===== src/rtl/divmmc_pkg.sv =====
// divmmc_pkg: shared constants and FSM encoding for the DivMMC SPI master
package divmmc_pkg;
  localparam logic [7:0] CS_PORT_DEF   = 8'hE7;
  localparam logic [7:0] DATA_PORT_DEF = 8'hEB;
  localparam logic [7:0] IDLE_BYTE_DEF = 8'hFF;
  typedef enum logic {IDLE, SHIFT} state_t;
endpackage


===== src/rtl/divmmc_spi_if.sv =====
// divmmc_spi_if: Z80 I/O bus seen by the DivMMC SPI port
//  iorq/rd/wr  active-low strobes from the CPU
//  a           address low byte
//  di          CPU write data
//  dout        last received SPI byte, to the CPU read mux
//  busy        transfer in progress
interface divmmc_spi_if;
  logic       iorq, rd, wr;
  logic [7:0] a, di, dout;
  logic       busy;
  modport master (output iorq, rd, wr, a, di, input dout, busy);
  modport slave  (input iorq, rd, wr, a, di, output dout, busy);
endinterface


===== src/rtl/divmmc_spi_shift8.sv =====
// spi_shift8: one-byte SPI mode-0 shifter with bit counter
//  clock/reset  system clock, sync active-low reset
//  cep/cen      rising/falling SPI phase enables
//  run          shifter active (owner FSM in SHIFT)
//  load         start strobe: latch tx_i and present its MSB
//  tx_i         byte to send
//  miso         serial input
//  sck/mosi     SPI clock and serial output
//  done         pulse on the cen that completes the 8th bit
//  rx           received byte
module spi_shift8 (
  input  logic       clock,
  input  logic       reset,
  input  logic       cep,
  input  logic       cen,
  input  logic       run,
  input  logic       load,
  input  logic [7:0] tx_i,
  input  logic       miso,
  output logic       sck,
  output logic       mosi,
  output logic       done,
  output logic [7:0] rx
);
  logic [7:0] tx_q, tx_d, rx_q, rx_d;
  logic [2:0] cnt_q, cnt_d;
  logic       ck_q, ck_d, di_q, di_d;
  always_comb begin
    tx_d  = tx_q;
    rx_d  = rx_q;
    cnt_d = cnt_q;
    ck_d  = ck_q;
    di_d  = di_q;
    done  = run & cen & (cnt_q == 3'd7);
    if (load) begin
      tx_d = tx_i;
      di_d = tx_i[7];
    end else if (run & cep) begin
      ck_d = 1'b1;
      rx_d = {rx_q[6:0], miso};
    end else if (run & cen) begin
      ck_d  = 1'b0;
      tx_d  = tx_q << 1;
      di_d  = done ? 1'b1 : tx_q[6];
      cnt_d = cnt_q + 3'd1;
    end
  end
  always_ff @(posedge clock) begin
    if (!reset) begin
      tx_q  <= '0;
      rx_q  <= '0;
      cnt_q <= '0;
      ck_q  <= 1'b0;
      di_q  <= 1'b1;
    end else begin
      tx_q  <= tx_d;
      rx_q  <= rx_d;
      cnt_q <= cnt_d;
      ck_q  <= ck_d;
      di_q  <= di_d;
    end
  end
  assign sck  = ck_q;
  assign mosi = di_q;
  assign rx   = rx_q;
endmodule


===== src/rtl/divmmc_spi.sv =====
// divmmc_spi: DivMMC SPI master behind Z80 ports CS_PORT (chip select) and DATA_PORT
//  clock/reset  28 MHz system clock, sync active-low reset
//  cep/cen      7 MHz rising/falling SPI phase enables
//  bus          Z80 I/O bus (slave side)
//  spiCs        card select, active-low
//  spiCk/spiDi  SPI clock (idle low) and MOSI
//  spiDo        MISO
//  spiCs2       second card select, present only with DIVMMC_SPI_CS2_EN
module divmmc_spi
  import divmmc_pkg::*;
#(
  parameter logic [7:0] CS_PORT   = CS_PORT_DEF,
  parameter logic [7:0] DATA_PORT = DATA_PORT_DEF,
  parameter logic [7:0] IDLE_BYTE = IDLE_BYTE_DEF
) (
  input  logic       clock,
  input  logic       reset,
  input  logic       cep,
  input  logic       cen,
  divmmc_spi_if.slave bus,
  output logic       spiCs,
  output logic       spiCk,
  output logic       spiDi,
  input  logic       spiDo
`ifdef DIVMMC_SPI_CS2_EN
  ,
  output logic       spiCs2
`endif
);
  state_t     state_q, state_d;
  logic       acc, evt, start, cs_wr, done;
  logic       prev_q, prev_d, cs_q, cs_d;
  logic [7:0] do_q, do_d, rx;
`ifdef DIVMMC_SPI_CS2_EN
  logic       cs2_q, cs2_d;
`endif
  // acc is sampled only on cen so an IN/OUT spanning several cen pulses yields one event
  always_comb begin
    acc     = !bus.iorq & (!bus.rd | !bus.wr);
    evt     = cen & acc & !prev_q;
    prev_d  = cen ? acc : prev_q;
    cs_wr   = evt & !bus.wr & (bus.a == CS_PORT);
    cs_d    = cs_wr ? bus.di[0] : cs_q;
    start   = evt & (bus.a == DATA_PORT) & (state_q == IDLE);
    state_d = start ? SHIFT : done ? IDLE : state_q;
    do_d    = done ? rx : do_q;
`ifdef DIVMMC_SPI_CS2_EN
    cs2_d   = cs_wr ? bus.di[1] : cs2_q;
`endif
  end
  always_ff @(posedge clock) begin
    if (!reset) begin
      state_q <= IDLE;
      prev_q  <= 1'b0;
      cs_q    <= 1'b1;
      do_q    <= 8'hFF;
`ifdef DIVMMC_SPI_CS2_EN
      cs2_q   <= 1'b1;
`endif
    end else begin
      state_q <= state_d;
      prev_q  <= prev_d;
      cs_q    <= cs_d;
      do_q    <= do_d;
`ifdef DIVMMC_SPI_CS2_EN
      cs2_q   <= cs2_d;
`endif
    end
  end
  // a read starts a transfer too, clocking out IDLE_BYTE
  spi_shift8 u_shift (
    .clock (clock),
    .reset (reset),
    .cep   (cep),
    .cen   (cen),
    .run   (state_q == SHIFT),
    .load  (start),
    .tx_i  (bus.wr ? IDLE_BYTE : bus.di),
    .miso  (spiDo),
    .sck   (spiCk),
    .mosi  (spiDi),
    .done  (done),
    .rx    (rx)
  );
  assign spiCs    = cs_q;
  assign bus.dout = do_q;
  assign bus.busy = (state_q == SHIFT);
`ifdef DIVMMC_SPI_CS2_EN
  assign spiCs2   = cs2_q;
`endif
endmodule

===== src/flat_wrapper.sv =====
// flat-port wrapper written by rule: the top's interface ports become plain ports
module divmmc_spi_flat import divmmc_pkg::*;
#(
  parameter logic [7:0] CS_PORT   = CS_PORT_DEF,
  parameter logic [7:0] DATA_PORT = DATA_PORT_DEF,
  parameter logic [7:0] IDLE_BYTE = IDLE_BYTE_DEF
)
  (clock, reset, cep, cen, spiCs, spiCk, spiDi, spiDo, bus_iorq, bus_rd, bus_wr, bus_a, bus_di, bus_dout, bus_busy);
  divmmc_spi_if bus_i ();
  input  logic clock;
  input  logic reset;
  input  logic cep;
  input  logic cen;
  output logic spiCs;
  output logic spiCk;
  output logic spiDi;
  input  logic spiDo;
  input wire logic [$bits(bus_i.iorq)-1:0] bus_iorq;
  input wire logic [$bits(bus_i.rd)-1:0] bus_rd;
  input wire logic [$bits(bus_i.wr)-1:0] bus_wr;
  input wire logic [$bits(bus_i.a)-1:0] bus_a;
  input wire logic [$bits(bus_i.di)-1:0] bus_di;
  output wire logic [$bits(bus_i.dout)-1:0] bus_dout;
  output wire logic [$bits(bus_i.busy)-1:0] bus_busy;
  assign bus_i.iorq = bus_iorq;
  assign bus_i.rd = bus_rd;
  assign bus_i.wr = bus_wr;
  assign bus_i.a = bus_a;
  assign bus_i.di = bus_di;
  assign bus_dout = bus_i.dout;
  assign bus_busy = bus_i.busy;
  divmmc_spi #(.CS_PORT(CS_PORT), .DATA_PORT(DATA_PORT), .IDLE_BYTE(IDLE_BYTE)) u_core (.clock(clock), .reset(reset), .cep(cep), .cen(cen), .bus(bus_i), .spiCs(spiCs), .spiCk(spiCk), .spiDi(spiDi), .spiDo(spiDo));
endmodule

===== config.mk =====
export PLATFORM = sky130hd
export DESIGN_NAME = divmmc_spi_flat
export DESIGN_NICKNAME = d
export VERILOG_FILES = /design/src/rtl/divmmc_pkg.sv /design/src/rtl/divmmc_spi_if.sv /design/src/rtl/divmmc_spi_shift8.sv /design/src/rtl/divmmc_spi.sv /design/src/flat_wrapper.sv
export SDC_FILE = /design/constraint.sdc
export NUM_CORES = 1
export LEC_CHECK = 0
export CAP_MARGIN = 20
export CORE_MARGIN = 3
export CORE_UTILIZATION = 36
export DETAILED_ROUTE_END_ITERATION = 12
export GPL_TIMING_DRIVEN = 0
export MAX_ROUTING_LAYER = met4
export PLACE_DENSITY = 0.67
export REMOVE_ABC_BUFFERS = 1
export SKIP_LAST_GASP = 1
export SLEW_MARGIN = 20
export SYNTH_ARGS = -nofsm -noshare
export SYNTH_HDL_FRONTEND = slang
export SYNTH_HIERARCHICAL = 1
export SYNTH_SLANG_ARGS = --single-unit

===== constraint.sdc =====
create_clock -name clock -period 2.4 [get_ports clock]
set_input_delay 0.36 -clock clock [delete_from_list [all_inputs] [get_ports clock]]
set_output_delay 0.36 -clock clock [all_outputs]
set_load 0.03 [all_outputs]

==> flow_summary.toml, run 1 <==
[worst_hold_path]
hold_path_end = "u_core/u_shift/cnt_q[2]$_SDFFE_PN0P_"
holdCritStartpoint = "u_core/u_shift/cnt_q[2]$_SDFFE_PN0P_"
hold_path_depth = 2
hold_class = "flip-flop to flip-flop"

[timing]
fin_crit_sh_pct = 90.2
setup_violations = 0
drv_slew = 0
finalWorstSetupSlack_ns = 0.236
hold_viol = 0
period_minus_slack_ns = 2.16
fin_tns_setup_ns = 0
rsz0062_at_grt = "false"
worst_clock_skew_ns = 0.00208
worstMarginPinSlew_ns = 1.03
fmax_mhz = 462
slew_headroom_pct = 31.4

[synthesis]
synth_compound_gate_area_share_pct = 8.23
synth_edf_count = 0
synth.distinct_cells = 30
synth-adder-area-share_pct = 1.83
seq_area_frac_synth_pct = 45.4
synthFlopType = "dfxtp_1"
synthCells = 136
synth_top_family_by_area = "simple AND/OR/NAND/NOR gates"
syn_area_mm2 = 0.00137
synth-simple-area-share_pct = 23.9
synthMuxAreaShare_pct = 16.8
synth_xor_area_share_pct = 0.640
yosys_warnings = 6
ys_ff_latch = 31
synthArstFlopShare_pct = 0
avgSynthCellArea_um2 = 10.1

[pwr]
max-vdd-ir-drop_mv = 0.413
powerDensity_mw_per_mm2 = 532
comb_power_share_pct = 7.0
p_sw_share_pct = 20.3
power_mw = 0.986
p_leak_nw = 0.778
p_int_mw = 0.786
power.switching_mw = 0.200
seq_power_share_pct = 52.3
power_frac_clock_pct = 40.7

[setup_path]
path_max_fanout = 9
cp_cell_sequence = "clkdlybuf4s50_1 > and2b_1 > nand4_2 > nor4b_4 > nand3b_1 > buf_12 > mux2i_1 > nor2b_1"
path_class = "input pin to flip-flop"
r2r_end = "u_core/u_shift/rx[0]$_SDFFE_PN0P_"
cp.arrival_ns = 2.33
startpoint_type = "input pin"
r2r-start = "u_core/prev_q$_SDFFE_PN0P_"
rrSetupSlack_ns = 0.52
r2r_cells = 7
cp_slowest_stage_delay_ns = 0.57
endpoint_kind = "flip-flop"
cp_slowest_cell = "clkdlybuf4s50_1"
critical_path_required_ns = 2.56

[status]
status = "finished, final reports clean"

[final_layout]
antenna_cells = 0
drive_gt1_share_pct = 12.2
fin_nets = 198
fillers = 342
syn_to_final_growth_pct = 35.4

[placement]
dp_slack_ns = -0.444
gp_congestion = 0.732
portBuffers = 35
dp_hpwl_um = 2000

[die]
initial_core_util_pct = 39.1
die_w_um = 67.6
die_h_um = 67.6
die_area_mm2 = 0.00457
rows = 21
ioPinCount = 36
coreArea_mm2 = 0.00349

[route]
drt_iter0_markers = 31
wirelength_um = 2780
wl_per_cell_um = 12.7
firstDrtPassIters = 2
antenna_left = 0
detail_route.vias_per_cell = 4.75
drc = 0
vias = 1035

[clocking]
htreeDepth = 2
cts.path.max_buffers = 2
clk_pin_slew_ns = 0.06
clock_latency_ns = 0.28
cts_tree = "done"
holdBufCountCts = 0
cts_buffers = 5
cts_root_buf = "clkbuf_8"
cts_sinks = 31

[global_route]
grt_pass1_vias = 1016
grt_pass1_wl_um = 4550
gr-usage-all-layers_pct = 13.9
grt_antenna_before_repair = 0
gr-total-overflow = 0
grt_max_degree = 36

[job]
cap_violations = 0
-- cells by family (layout without fill, tap and decap cells) --
family / Yosys count / after routing
and+or+nand+nor: 51 / 51
DFF: 31 / 31
muxes: 23 / 23
AOI/OAI and AO/OA: 20 / 20
buffers and inverters: 8 / 44
adders and majority gates: 2 / 2
xor gates and xnor gates: 1 / 1
-- layout make-up --
class	instances	area, µm²	area share [%]
clock inverter	1	5.00	0.270
tap	46	57.6	3.11
clock buffer	6	82.6	4.46
sequential	31	621	33.5
inverter	1	3.75	0.203
multi-input combinational	97	712	38.4
timing repair buffer	36	370	20.0
-- cell usage after synthesis, drive strengths merged (3+ instances only) --
cell    instances  area (µm²)
dfxtp          31         621
mux2i          23         230
nand2          15        58.8
nor2b          13        88.8
o21ai           9        45.0
or2             8        50.1
a21oi           7        35.0
buf             4        28.8
clkbuf          3        11.3
nand3           3        15.0
-- per-layer routing --
metal | vias up | track usage [%] | share of wire (%)
met5 | - | - | 0
met4 | 0 | 6.08 | 1.7
met3 | 7 | 5.32 | 5.7
met2 | 22 | 21.7 | 46
met1 | 464 | 15.6 | 47
li1 | 542 | - | -
-- state kept, by name (all words and copies together) (netlist names) --
name	cells
u_core/u_shift/tx_q	7
u_core/u_shift/cnt_q	3
u_core/u_shift/mosi	1
u_core/prev_q	1
u_core/bus.busy	1
u_core/u_shift/rx	8
u_core/bus.dout	8
u_core/u_shift/sck	1
u_core/spiCs	1
-- power by group through the flow --
| stage | clock network (mW) | registers (mW) | logic (mW) |
|---|---|---|---|
| 3_3_place_gp | 0 | 0.527 | 0.0667 |
| 4_1_cts | 0.416 | 0.516 | 0.0684 |
| 6_report | 0.401 | 0.516 | 0.0686 |
| 2_1_floorplan | 0 | 0.527 | 0.0175 |
| 5_1_grt | 0.444 | 0.516 | 0.0741 |
| 3_5_place_dp | 0 | 0.527 | 0.0675 |
-- repair_timing --
| item | 4_1_cts | 5_1_grt |
|---|---|---|
| endpoints found under the hold margin | 0 | 0 |
| buffers inserted | 1 | 0 |
| setup endpoints to repair | 8 | 16 |
| resized for setup | 0 | 1 |
-- layout by cell type, fill, tap and decap left out, types with 2 or more instances in the layout --
cell             netlist  layout
nand3b_1               2       2
a21oi_1                7       7
o21ai_0                9       9
ha_1                   2       2
clkdlybuf4s50_1        0      35
mux2i_1               23      23
clkbuf_8               0       6
nand3_1                3       3
nor2b_1               12      12
dfxtp_1               31      31
or2_2                  8       8
a21boi_0               2       2
nand2_1               14      14
-- worst max-delay path by stage --
stage	startpoint	to	slack, ns	cells after the start
after global placement	bus_wr	u_core/u_shift/rx[2]$_SDFFE_PN0P_	-0.33	7
after CTS	cen	u_core/u_shift/rx[0]$_SDFFE_PN0P_	0.06	8
after detailed placement	cen	u_core/u_shift/rx[0]$_SDFFE_PN0P_	-0.44	7
final	cen	u_core/u_shift/rx[0]$_SDFFE_PN0P_	0.24	8
after floorplan	bus_a[4]	u_core/u_shift/rx[0]$_SDFFE_PN0P_	0.43	6
after global routing	bus_wr	u_core/u_shift/rx[0]$_SDFFE_PN0P_	0.09	8
-- worst max-delay path, delay by kind of cell --
| kind | cells | cell delay (ns) |
|---|---|---|
| simple gates | 5 | 1.04 |
| buf+inv | 2 | 0.72 |
| mux | 1 | 0.21 |
-- through the flow --
step                      instances  util (%)  hold slack (ns)  area (µm²)
after floorplan                 129         -            0.422        1330
after global placement          210      49.7            0.450        1740
after detailed placement        210      49.7            0.457        1740
after CTS                       218      52.7            0.473        1840
after global routing            218      53.0            0.497        1850
final                           218      53.0            0.464        1850
No activity file was read; power rests on OpenSTA's default activity.
==> run 2, diff against run 1 <==
--- a/config.mk
+++ b/config.mk
@@ -7,14 +7,14 @@
 export LEC_CHECK = 0
 export CAP_MARGIN = 20
 export CORE_MARGIN = 3
-export CORE_UTILIZATION = 36
+export CORE_UTILIZATION = 40
 export DETAILED_ROUTE_END_ITERATION = 12
 export GPL_TIMING_DRIVEN = 0
 export MAX_ROUTING_LAYER = met4
-export PLACE_DENSITY = 0.67
+export PLACE_DENSITY = 0.73
 export REMOVE_ABC_BUFFERS = 1
 export SKIP_LAST_GASP = 1
-export SLEW_MARGIN = 20
+export SLEW_MARGIN = 10
 export SYNTH_ARGS = -nofsm -noshare
 export SYNTH_HDL_FRONTEND = slang
 export SYNTH_HIERARCHICAL = 1
==> run 2 against run 1 <==
Net effect: total power rose by 2.2%; clock skew up 0.0027 ns; core utilization up 5.5 points.
==> flow_summary.toml, run 2 (same netlist as run 1, synthesis figures left out) <==
[clocking]
htreeDepth = 2
clk_pin_slew_ns = 0.10
clock_latency_ns = 0.32
cts.path.max_buffers = 2
cts_sinks = 31
cts_root_buf = "clkbuf_4"
cts_tree = "done"
cts_buffers = 5

[route]
antenna_left = 0
vias = 1049
drc = 0
wl_per_cell_um = 12.8
detail_route.vias_per_cell = 4.81
wirelength_um = 2790
drt_iter0_markers = 59
firstDrtPassIters = 4

[die]
initial_core_util_pct = 43.4
die_area_mm2 = 0.00416
die_h_um = 64.5
ioPinCount = 36
rows = 20
die_w_um = 64.5
coreArea_mm2 = 0.00315

[pwr]
power_mw = 1.01
comb_power_share_pct = 6.8
seq_power_share_pct = 51.1
powerDensity_mw_per_mm2 = 547
p_int_mw = 0.807
max-vdd-ir-drop_mv = 0.356
power.switching_mw = 0.200
p_leak_nw = 0.776
p_sw_share_pct = 19.9
power_frac_clock_pct = 42.1

[final_layout]
final_cells = 218
syn_to_final_growth_pct = 34.8
drive_gt1_share_pct = 13.2
final_area_mm2 = 0.00184
fin_nets = 199
fillers = 297
antenna_cells = 0
final_common_cell = "clkdlybuf4s50_1"
final_cell_mix = "clkdlybuf4s50_1, dfxtp_1, mux2i_1"
fin_util_pct = 58.5

[placement]
dp_hpwl_um = 1940
placed_cells = 208
portBuffers = 35
gp_congestion = 0.761
placed_cell_area_mm2 = 0.00173

[timing]
worstMarginPinSlew_ns = 0.978
fin_crit_sh_pct = 85.2
rsz0062_at_grt = "false"
fmax_mhz = 489
drv_slew = 0
period_minus_slack_ns = 2.05
slew_headroom_pct = 34.6
worst_clock_skew_ns = 0.00474
hold_viol = 0
setup_violations = 0

[setup_path]
startpoint_type = "input pin"
path_class = "input pin to flip-flop"
endpoint_kind = "flip-flop"
cp_slowest_cell = "clkdlybuf4s50_1"
rrSetupSlack_ns = 0.59
r2r_end = "u_core/u_shift/rx[6]$_SDFFE_PN0P_"
cp.depth = 8
cp.arrival_ns = 2.27
r2r_cells = 7
crit_path_end = "u_core/u_shift/rx[6]$_SDFFE_PN0P_"
r2r-start = "u_core/prev_q$_SDFFE_PN0P_"
path_buf_inv = 2
path_max_fanout = 8
cp_cell_sequence = "clkdlybuf4s50_1 > and2b_1 > nand4_2 > nor4b_4 > nand3b_1 > buf_4 > mux2i_1 > nor2b_1"
critical_path_required_ns = 2.62
cp_slowest_stage_delay_ns = 0.56
cp_top_family = "simple AND/OR/NAND/NOR gates"
startpoint = "cen"

[worst_hold_path]
hold_class = "flip-flop to flip-flop"
holdCritStartpoint = "u_core/u_shift/tx_q[0]$_SDFFE_PN0P_"
hold_path_depth = 2

[global_route]
gr-usage-met3_pct = 6.93
grt_max_degree = 36
grt_util_met2_pct = 22.9
gr-usage-all-layers_pct = 15.2
top_usage_layer = "met2"
grt_pass1_wl_um = 4810
gr-total-overflow = 0
grt_use_met1_pct = 18.2
grt_pass1_vias = 1093
grt_antenna_before_repair = 0

[job]
cap_violations = 0

[status]
status = "finished, final reports clean"
==> run 2: cell types whose count changed in the layout (fill, tap and decap cells not counted), sizes merged <==
cell and change:
buf +1, bufinv +1
==> run 2: area by class of cell <==
class	count	area (µm²)	share of cell area [%]
Multi-Input combinational cell	97	712	38.6
Sequential cell	31	621	33.7
Timing Repair Buffer	37	365	19.8
Tap cell	44	55.1	2.99
Clock buffer	6	51.3	2.78
Clock inverter	2	35.0	1.90
Inverter	1	3.75	0.204
==> run 2: how the worst min path moves through the flow <==
| stage | endpoint | slack (ns) |
|---|---|---|
| final | u_core/u_shift/tx_q[0]$_SDFFE_PN0P_ | 0.49 |
| after global routing | u_core/u_shift/cnt_q[2]$_SDFFE_PN0P_ | 0.51 |
| after CTS | u_core/u_shift/cnt_q[2]$_SDFFE_PN0P_ | 0.49 |
| after detailed placement | u_core/bus.dout[2]$_SDFFE_PN1P_ | 0.47 |
| after global placement | u_core/u_shift/cnt_q[2]$_SDFFE_PN0P_ | 0.45 |
| after floorplan | u_core/bus.dout[0]$_SDFFE_PN1P_ | 0.42 |
==> run 2: worst register-to-register path, cell delays in order, from the launching register on <==
cell,delay (ns)
dfxtp_1,0.31
and3b_1,0.21
nand4_2,0.15
nor4b_4,0.42
nand3b_1,0.19
buf_4,0.17
mux2i_1,0.19
nor2b_1,0.06
==> run 2: metal layers <==
metal	vias to the layer above	part of all wire, %	routed length (µm)
met2	26	47	1300
met4	0	0.50	14
met3	2	5.9	165
met1	475	47	1310
li1	546	-	-
met5	-	0	0
==> run 2: per-stage QoR <==
step | setup TNS [ns] | setup slack, ns | hold WS, ns
global placement | -3.42 | -0.299 | 0.449
global route | 0 | 0.122 | 0.511
detailed placement | -3.96 | -0.339 | 0.466
finish | 0 | 0.354 | 0.486
floorplan | 0 | 0.430 | 0.422
CTS | 0 | 0.00979 | 0.487
==> run 2: what timing repair did <==
item	4_1_cts	5_1_grt
endpoints found under the hold margin	0	0
setup buffers	0	2
hold buffers	0	0
endpoints found under the setup margin	0	16
gates resized for setup	0	1
==> run 2: power groups by stage <==
| stage | combinational (mW) | clock (mW) | sequential [mW] |
|---|---|---|---|
| 2_1_floorplan | 0.0175 | 0 | 0.527 |
| 5_1_grt | 0.0738 | 0.463 | 0.516 |
| 4_1_cts | 0.0681 | 0.442 | 0.515 |
| 3_3_place_gp | 0.0660 | 0 | 0.527 |
| 3_5_place_dp | 0.0676 | 0 | 0.527 |
| 6_report | 0.0685 | 0.424 | 0.515 |
==> run 3, diff against run 2 <==
--- a/config.mk
+++ b/config.mk
@@ -7,11 +7,11 @@
 export LEC_CHECK = 0
 export CAP_MARGIN = 20
 export CORE_MARGIN = 3
-export CORE_UTILIZATION = 40
+export CORE_UTILIZATION = 36
 export DETAILED_ROUTE_END_ITERATION = 12
 export GPL_TIMING_DRIVEN = 0
 export MAX_ROUTING_LAYER = met4
-export PLACE_DENSITY = 0.73
+export PLACE_DENSITY = 0.67
 export REMOVE_ABC_BUFFERS = 1
 export SKIP_LAST_GASP = 1
 export SLEW_MARGIN = 10
==> results of run 3 <==
Same layout as run 1: the final DEF is identical, and so are final timing and power.
